### config.mk
export PLATFORM = sky130hd
export DESIGN_NAME = hazard_ctl
export DESIGN_NICKNAME = d
export VERILOG_FILES = /design/src/rtl/hazard_pkg.sv /design/src/rtl/hazard_fwd_sel.sv /design/src/rtl/hazard_ctl.sv
export SDC_FILE = /design/constraint.sdc
export NUM_CORES = 1
export LEC_CHECK = 0
export ABC_AREA = 1
export CAP_MARGIN = 10
export CORE_ASPECT_RATIO = 1.1
export CORE_MARGIN = 10
export CORE_UTILIZATION = 33
export CTS_CLUSTER_DIAMETER = 30
export DETAILED_ROUTE_END_ITERATION = 10
export PLACE_DENSITY = 0.85
export SLEW_MARGIN = 20
export SYNTH_ARGS = -nofsm -noshare
export SYNTH_HDL_FRONTEND = slang
export SYNTH_SLANG_ARGS = --single-unit
### constraint.sdc
create_clock -name i_clk -period 1.5 [get_ports i_clk]
set_input_delay 0.225 -clock i_clk [delete_from_list [all_inputs] [get_ports i_clk]]
set_output_delay 0.225 -clock i_clk [all_outputs]
set_load 0.005 [all_outputs]
### src/rtl/hazard_pkg.sv
// Shared encodings for the pipeline hazard controller: FSM states,
// forwarding selects and the result/PC source codes it decodes.
package hazard_pkg;

    localparam int REG_AW = 5;

    typedef enum logic [1:0] {
        ST_RUN        = 2'd0,
        ST_WAIT       = 2'd1,
        ST_WAIT_FLUSH = 2'd2
    } hz_state_e;

    localparam logic [1:0] FWD_NONE = 2'b00;
    localparam logic [1:0] FWD_WB   = 2'b01;
    localparam logic [1:0] FWD_MEM  = 2'b10;

    localparam logic [1:0] RESULT_SRC_MEM = 2'b01;
    localparam logic [1:0] PC_SRC_SEQ     = 2'b00;

endpackage

### src/rtl/hazard_fwd_sel.sv
// Forwarding-source select for one EX-stage operand; the MEM stage wins
// over WB because it holds the younger result.
module hazard_fwd_sel
    import hazard_pkg::*;
(
    input  logic [REG_AW-1:0] i_rs_e,
    input  logic [REG_AW-1:0] i_rd_m,
    input  logic              i_reg_write_m,
    input  logic [REG_AW-1:0] i_rd_w,
    input  logic              i_reg_write_w,
    output logic [1:0]        o_fwd
);

    logic w_hit_m;
    logic w_hit_w;

    // x0 is hard-wired, so a write to it never produces a forward
    assign w_hit_m = i_reg_write_m && (i_rd_m != '0) && (i_rd_m == i_rs_e);
    assign w_hit_w = i_reg_write_w && (i_rd_w != '0) && (i_rd_w == i_rs_e);

    always_comb begin
        o_fwd = FWD_NONE;
        if (w_hit_m) begin
            o_fwd = FWD_MEM;
        end else if (w_hit_w) begin
            o_fwd = FWD_WB;
        end
    end

endmodule

### src/rtl/hazard_ctl.sv
// Pipeline hazard controller: operand forwarding, load-use stalls, redirect
// flushes and instruction-fetch wait handling. Define HAZARD_CTL_PERF_EN to
// add saturating stall/flush performance counters.
module hazard_ctl
    import hazard_pkg::*;
(
    input  logic              i_clk,
    input  logic              i_rst,
    input  logic              i_clk_en,
    input  logic [REG_AW-1:0] i_rs1_d,
    input  logic [REG_AW-1:0] i_rs2_d,
    input  logic [REG_AW-1:0] i_rs1_e,
    input  logic [REG_AW-1:0] i_rs2_e,
    input  logic [REG_AW-1:0] i_rd_e,
    input  logic [1:0]        i_result_src_e,
    input  logic [REG_AW-1:0] i_rd_m,
    input  logic              i_reg_write_m,
    input  logic [REG_AW-1:0] i_rd_w,
    input  logic              i_reg_write_w,
    input  logic [1:0]        i_pc_src_e,
    input  logic              i_imem_ready,
    output logic              o_pc_wr_en_h,
    output logic              o_if_id_stall_h,
    output logic              o_if_id_flush_h,
    output logic              o_id_ex_flush_h,
    output logic [1:0]        o_fwd_a_e,
    output logic [1:0]        o_fwd_b_e
`ifdef HAZARD_CTL_PERF_EN
    ,
    output logic [31:0]       o_stall_cnt,
    output logic [31:0]       o_flush_cnt
`endif
);

    hz_state_e  r_state;
    hz_state_e  w_state_nxt;
    logic       w_redirect;
    logic       w_load_use;
    logic       w_pc_wr_en;
    logic       w_if_id_stall;
    logic       w_if_id_flush;
    logic       w_id_ex_flush;
    logic [1:0] w_fwd_a;
    logic [1:0] w_fwd_b;

    hazard_fwd_sel u_fwd_a (
        .i_rs_e        (i_rs1_e),
        .i_rd_m        (i_rd_m),
        .i_reg_write_m (i_reg_write_m),
        .i_rd_w        (i_rd_w),
        .i_reg_write_w (i_reg_write_w),
        .o_fwd         (w_fwd_a)
    );

    hazard_fwd_sel u_fwd_b (
        .i_rs_e        (i_rs2_e),
        .i_rd_m        (i_rd_m),
        .i_reg_write_m (i_reg_write_m),
        .i_rd_w        (i_rd_w),
        .i_reg_write_w (i_reg_write_w),
        .o_fwd         (w_fwd_b)
    );

    assign w_redirect = (i_pc_src_e != PC_SRC_SEQ);
    assign w_load_use = (i_result_src_e == RESULT_SRC_MEM) && (i_rd_e != '0) &&
                        ((i_rd_e == i_rs1_d) || (i_rd_e == i_rs2_d));

    always_ff @(posedge i_clk or posedge i_rst) begin
        if (i_rst) begin
            r_state <= ST_RUN;
        end else if (i_clk_en) begin
            r_state <= w_state_nxt;
        end
    end

    always_comb begin
        w_state_nxt   = r_state;
        w_pc_wr_en    = 1'b1;
        w_if_id_stall = 1'b0;
        w_if_id_flush = 1'b0;
        w_id_ex_flush = 1'b0;

        // Fetch-wait behaviour first; load-use and redirect override below
        case (r_state)
            ST_RUN: begin
                if (!i_imem_ready) begin
                    w_state_nxt   = w_redirect ? ST_WAIT_FLUSH : ST_WAIT;
                    w_pc_wr_en    = 1'b0;
                    w_if_id_flush = 1'b1;
                end
            end
            ST_WAIT: begin
                if (w_redirect) begin
                    w_state_nxt = ST_WAIT_FLUSH;
                end else if (i_imem_ready) begin
                    w_state_nxt = ST_RUN;
                end
                if (!i_imem_ready) begin
                    w_pc_wr_en    = 1'b0;
                    w_if_id_flush = 1'b1;
                end
            end
            ST_WAIT_FLUSH: begin
                // The fetch in flight belongs to the old path; drop it even
                // on the cycle it finally arrives.
                w_pc_wr_en    = 1'b0;
                w_if_id_flush = 1'b1;
                if (i_imem_ready) begin
                    w_state_nxt = ST_RUN;
                end
            end
            default: begin
                w_state_nxt = ST_RUN;
            end
        endcase

        if (w_load_use) begin
            w_pc_wr_en    = 1'b0;
            w_if_id_stall = 1'b1;
            w_if_id_flush = (r_state == ST_WAIT_FLUSH);
            w_id_ex_flush = 1'b1;
        end

        if (w_redirect) begin
            w_pc_wr_en    = 1'b1;
            w_if_id_stall = 1'b0;
            w_if_id_flush = 1'b1;
            w_id_ex_flush = 1'b1;
        end

        if (i_rst) begin
            w_pc_wr_en    = 1'b1;
            w_if_id_stall = 1'b0;
            w_if_id_flush = 1'b0;
            w_id_ex_flush = 1'b0;
        end
    end

    assign o_pc_wr_en_h    = w_pc_wr_en;
    assign o_if_id_stall_h = w_if_id_stall;
    assign o_if_id_flush_h = w_if_id_flush;
    assign o_id_ex_flush_h = w_id_ex_flush;
    assign o_fwd_a_e       = i_rst ? FWD_NONE : w_fwd_a;
    assign o_fwd_b_e       = i_rst ? FWD_NONE : w_fwd_b;

`ifdef HAZARD_CTL_PERF_EN
    logic [31:0] r_stall_cnt;
    logic [31:0] r_flush_cnt;

    always_ff @(posedge i_clk or posedge i_rst) begin
        if (i_rst) begin
            r_stall_cnt <= '0;
            r_flush_cnt <= '0;
        end else if (i_clk_en) begin
            if (!w_pc_wr_en && (r_stall_cnt != '1)) begin
                r_stall_cnt <= r_stall_cnt + 32'd1;
            end
            if (w_id_ex_flush && (r_flush_cnt != '1)) begin
                r_flush_cnt <= r_flush_cnt + 32'd1;
            end
        end
    end

    assign o_stall_cnt = r_stall_cnt;
    assign o_flush_cnt = r_flush_cnt;
`endif

endmodule

## Word level (Yosys, flattened, before mapping)

Cells that the tools add are included.

- Equality and inequality tests: 10
- Mux-type cells: 26
- Reduce and logical (&&, ||, !) cells: 16

Operator list:

| cell | count |
|---|---|
| $eq 5x5->1 | 6 |
| $mux 2 | 8 |
| $mux 1 | 15 |
| $reduce_bool 5->1 | 3 |
| $logic_and 1x1->1 | 8 |
| $pmux 2 s3 | 1 |
| $eq 2x1->1 const B | 2 |
| $pmux 1 s2 | 2 |
| $eq 2x2->1 const B | 1 |
| $logic_not 2->1 | 1 |
| $ne 2x2->1 const B | 1 |
| $reduce_and 2->1 | 1 |
| $reduce_bool 2->1 | 1 |
| $reduce_or 2->1 | 1 |
| $logic_or 1x1->1 | 1 |

- Flip-flop bits (word level): 2
- Input bits: 45

## Longest topological paths before layout

- Depth in word-level cells: 6
- Mapped depth: 10

## Modules after synthesis

From an unflattened synthesis, not the netlist that was laid out.

- Cells, all modules: 189
- Area total of the unflattened synthesis: 858.3 um2

Modules (own cells, without submodules):

| module | area an instance (um2) | instances | cells an instance |
|---|---|---|---|
| hazard_fwd_sel | 221.5 | 2 | 51 |
| hazard_ctl | 415.4 | 1 | 87 |

## Worst setup path before layout

OpenSTA, ideal clock, no wires.

- Path kind: input -> output
- From: in i_rs2_d[3]
- To: out o_if_id_flush_h
- Buffers on the path: 0
- Required time: 1275 ps
- Path slack: 410 ps
- Stages on the path: 10
- Arrival time: 865 ps
- Path through: inv_1 nand2_1 nand2_1 nor2_1 nand3_1 nand2_2 nand2_2 nand2_2 nand2_1 a21oi_2

- Word-level cells in the longest chain between the ends: 6

RTL lines:

| item | RTL line | RTL |
|---|---|---|
| start: declaration | hazard_ctl.sv:11 | `input logic [REG_AW-1:0] i_rs2_d,` |
| $eq 5x5->1 | hazard_ctl.sv:66 | `((i_rd_e == i_rs1_d) \|\| (i_rd_e == i_rs2_d));` |
| $logic_or 1x1->1 | hazard_ctl.sv:66 |  |
| $logic_and 1x1->1 | hazard_ctl.sv:65 | `assign w_load_use = (i_result_src_e == RESULT_SRC_MEM) && (i_rd_e != '0) &&` |
| $mux 1 | hazard_ctl.sv:117 | `if (w_load_use) begin` |
| $mux 1 | hazard_ctl.sv:124 | `if (w_redirect) begin` |
| $mux 1 | hazard_ctl.sv:131 | `if (i_rst) begin` |
| end: declaration | hazard_ctl.sv:24 | `output logic o_if_id_flush_h,` |

No other way between the ends.

## Final worst setup path

- From: in i_rs2_e[0]
- To: out o_fwd_b_e[0]

- Word-level cells in the longest chain between the ends: 5

RTL lines:

| item | RTL line | RTL |
|---|---|---|
| start: declaration | hazard_ctl.sv:13 | `input logic [REG_AW-1:0] i_rs2_e,` |
| $eq 5x5->1 | hazard_fwd_sel.sv:19 | `assign w_hit_w = i_reg_write_w && (i_rd_w != '0) && (i_rd_w == i_rs_e);` |
| $logic_and 1x1->1 | hazard_fwd_sel.sv:19 |  |
| $mux 1 | hazard_fwd_sel.sv:25 | `end else if (w_hit_w) begin` |
| $mux 2 (*) | hazard_fwd_sel.sv:23 | `if (w_hit_m) begin` |
| $mux 2 (*) | hazard_ctl.sv:144 | `assign o_fwd_b_e = i_rst ? FWD_NONE : w_fwd_b;` |
| end: declaration | hazard_ctl.sv:27 | `output logic [1:0] o_fwd_b_e` |

Mark *: on every way between the ends. The rest lies on a longest branch, timed or not.

==> metrics.yaml <==
clock_tree:
  cts_buffer_depth: 2
  cts_root_buf: "clkbuf_4"
  clk_pin_slew_worst_paths_ns: 0.03
  tritoncts.num_buffers: 3
  cts.sinks: 2
  h-tree-depth: 1
  cts_tree: "yes"
  insertion_delay_ns: 0.23
die:
  die_w_um: 63.0
  rows: 17
  die_y_um: 67.3
  ios: 53
  dieArea_um2: 4240
  core-area_um2: 1980
  start_util_pct: 33.9
synthesis:
  syn_inst: 126
  yosys.area_share.simple_pct: 44.4
  syn_area_per_cell_um2: 5.32
  synth_top_area_share_pct: 16.8
  synth_area_leaders: "nand2_1 (17%), xnor2_1 (14%), inv_1 (11%)"
  yosysSeqAreaShare_pct: 7.46
  synth_area_um2: 671
  ys_warn_count: 0
  synth_compound_area_share_pct: 13.1
  yosys.area.top_type: "nand2_1"
  synthMuxAreaShare_pct: 0
  synth_adder_area_share_pct: 0
  synth_top_family_by_area: "simple AND/OR/NAND/NOR gates"
  synth.distinct_cells: 21
  synth-seq-cells: 2
  yosys.area_share.xor_xnor_pct: 22.2
  syn-num-nets: 171
routing:
  drt_iter0_drc: 61
  first_pass_iters: 4
  antenna_left: 0
  drc: 0
  drt_wl_total_mm: 3.40
  avgRoutedWirePerCell_um: 15.0
  vias_per_cell: 4.85
  vias: 1095
job:
  cap_violations: 0
sta:
  max_freq_mhz: 673
  fin_hold_ws_ns: 0.129
  setup_slack_ns: 0.0151
  finalHoldViolations: 0
  worstMarginPinSlew_ns: 0.390
  fin_crit_sh_pct: 99.0
  min_period_ns: 1.48
  rsz0062_at_grt: "yes"
  slew_headroom_pct: 73.7
  finalSetupViolCount: 0
  skew_ns: 0.00333
  final_max_slew_viol_count: 0
placement:
  io_buffers: 52
  place.detailed.hpwl_mm: 2.69
  place_inst: 221
  post_dp_cell_area_um2: 1340
  pre_cts_slack_ns: -0.789
  gp_congestion: 0.827
min_path:
  worstHoldPathType: "in -> async"
final_layout:
  instances_no_fill: 226
  largest_reg_flops: 2
  final_cell_area_um2: 1350
  largest-register: "r_state"
  areaGrowthSynthToFinish_pct: 101
  layout.nets: 245
  layout_commonest_cell: "nand2_1"
  top_regs: "r_state (2)"
  drive_above_1_share_pct: 44.4
  layout_common_cells: "nand2_1 (28), buf_2 (19), buf_4 (18), inv_1 (14), nor2_1 (13)"
  diodes: 0
global_route:
  grt_usage_pct: 15.2
  grt_pass1_vias: 1131
  grt-ovfl-total: 0
  grt_max_degree: 6
  grt_pass1_wl_mm: 5.07
  antenna_found_initial: 0
setup_path:
  r2r_start: "r_state[1]"
  cp-end-kind: "primary output"
  required_ns: 1.27
  critical_path.startpoint_type: "input port"
  reg2reg_slack_ns: 0.32
  crit_fanout: 3
  setup.worst_path.end: "o_fwd_b_e[0]"
  worstSetupPathType: "in -> out"
  r2r_cells: 5
  cp-startpoint: "i_rs2_e[0]"
  critPathArrivalTime_ns: 1.26
  reg2reg_to: "r_state[1]"
pwr:
  power_leakage_nw: 0.760
  total_power_mw: 0.697
  power_density_nw_per_um2: 518
  vdd_drop_max_uv: 312
run_status:
  status: "finished, final reports clean"
[how the worst min path moves through the flow]
stage	cells past startpoint	end	slack, ns
after floorplan	1	r_state[0]	-0.02
after global placement	3	r_state[1]	0.57
after detailed placement	3	r_state[0]	0.58
after CTS	3	r_state[0]	0.12
after global routing	3	r_state[0]	0.14
final	3	r_state[0]	0.13
[critical path: stages]
cell	delay [ns]
dlygate4sd2_1	0.29
xnor2_2	0.16
nand2_1	0.08
nor2_1	0.09
nand4_1	0.11
and3_1	0.18
buf_2	0.13
[cells by family after synthesis]
| logic type | count (synthesis) |
|---|---|
| simple gates | 69 |
| buf+inv | 23 |
| xor+xnor | 17 |
| compound gates | 15 |
| flops | 2 |
[power by group]
group / switching [mW] / internal [mW] / total, mW
logic: 0.239 / 0.245 / 0.484
clock network: 0.0349 / 0.0885 / 0.123
registers: 0.0161 / 0.0742 / 0.0903
[final cells by class]
| class | instances | area (µm²) |
|---|---|---|
| multi-input combinational | 101 | 641 |
| fill | 187 | 631 |
| timing repair buffer | 69 | 513 |
| inverter | 23 | 86.3 |
| sequential | 2 | 50.0 |
| tap | 28 | 35.0 |
| clock buffer | 3 | 22.5 |
[cells in the mapped netlist (all sizes together)]
cell / number
nand4: 3
or2: 1
a22o: 1
nor2: 19
nand3b: 1
xnor2: 11
nand3: 6
nor4: 1
inv: 23
dfrtp: 2
o21ai: 8
xor2: 6
o31ai: 1
o211ai: 1
a21oi: 4
nand2: 33
nor3: 4
and3: 1
[metal layers]
| layer | track usage [%] | wire (µm) | vias up |
|---|---|---|---|
| met2 | 29.2 | 1810 | 57 |
| met1 | 16.1 | 1370 | 491 |
| met4 | 7.54 | 59 | 0 |
| li1 | - | - | 541 |
| met3 | 1.98 | 159 | 6 |
| met5 | 0 | 0 | - |
[stage by stage]
stage | setup TNS, ns | utilization, %
after global placement | -5.25 | 67.7
after floorplan | 0 | -
after CTS | -0.0232 | 66.4
after detailed placement | -5.58 | 67.7
final | 0 | 68.1
after global routing | -0.0396 | 68.1
[what timing repair did]
action,CTS,global route
pin swaps,34,31
gates cloned,0,0
setup endpoints to repair,8,8
gates resized for setup,134,50
hold buffers,0,0
buffers inserted,1,1
hold endpoints to repair,0,0
No activity file was read; power rests on OpenSTA's default activity.
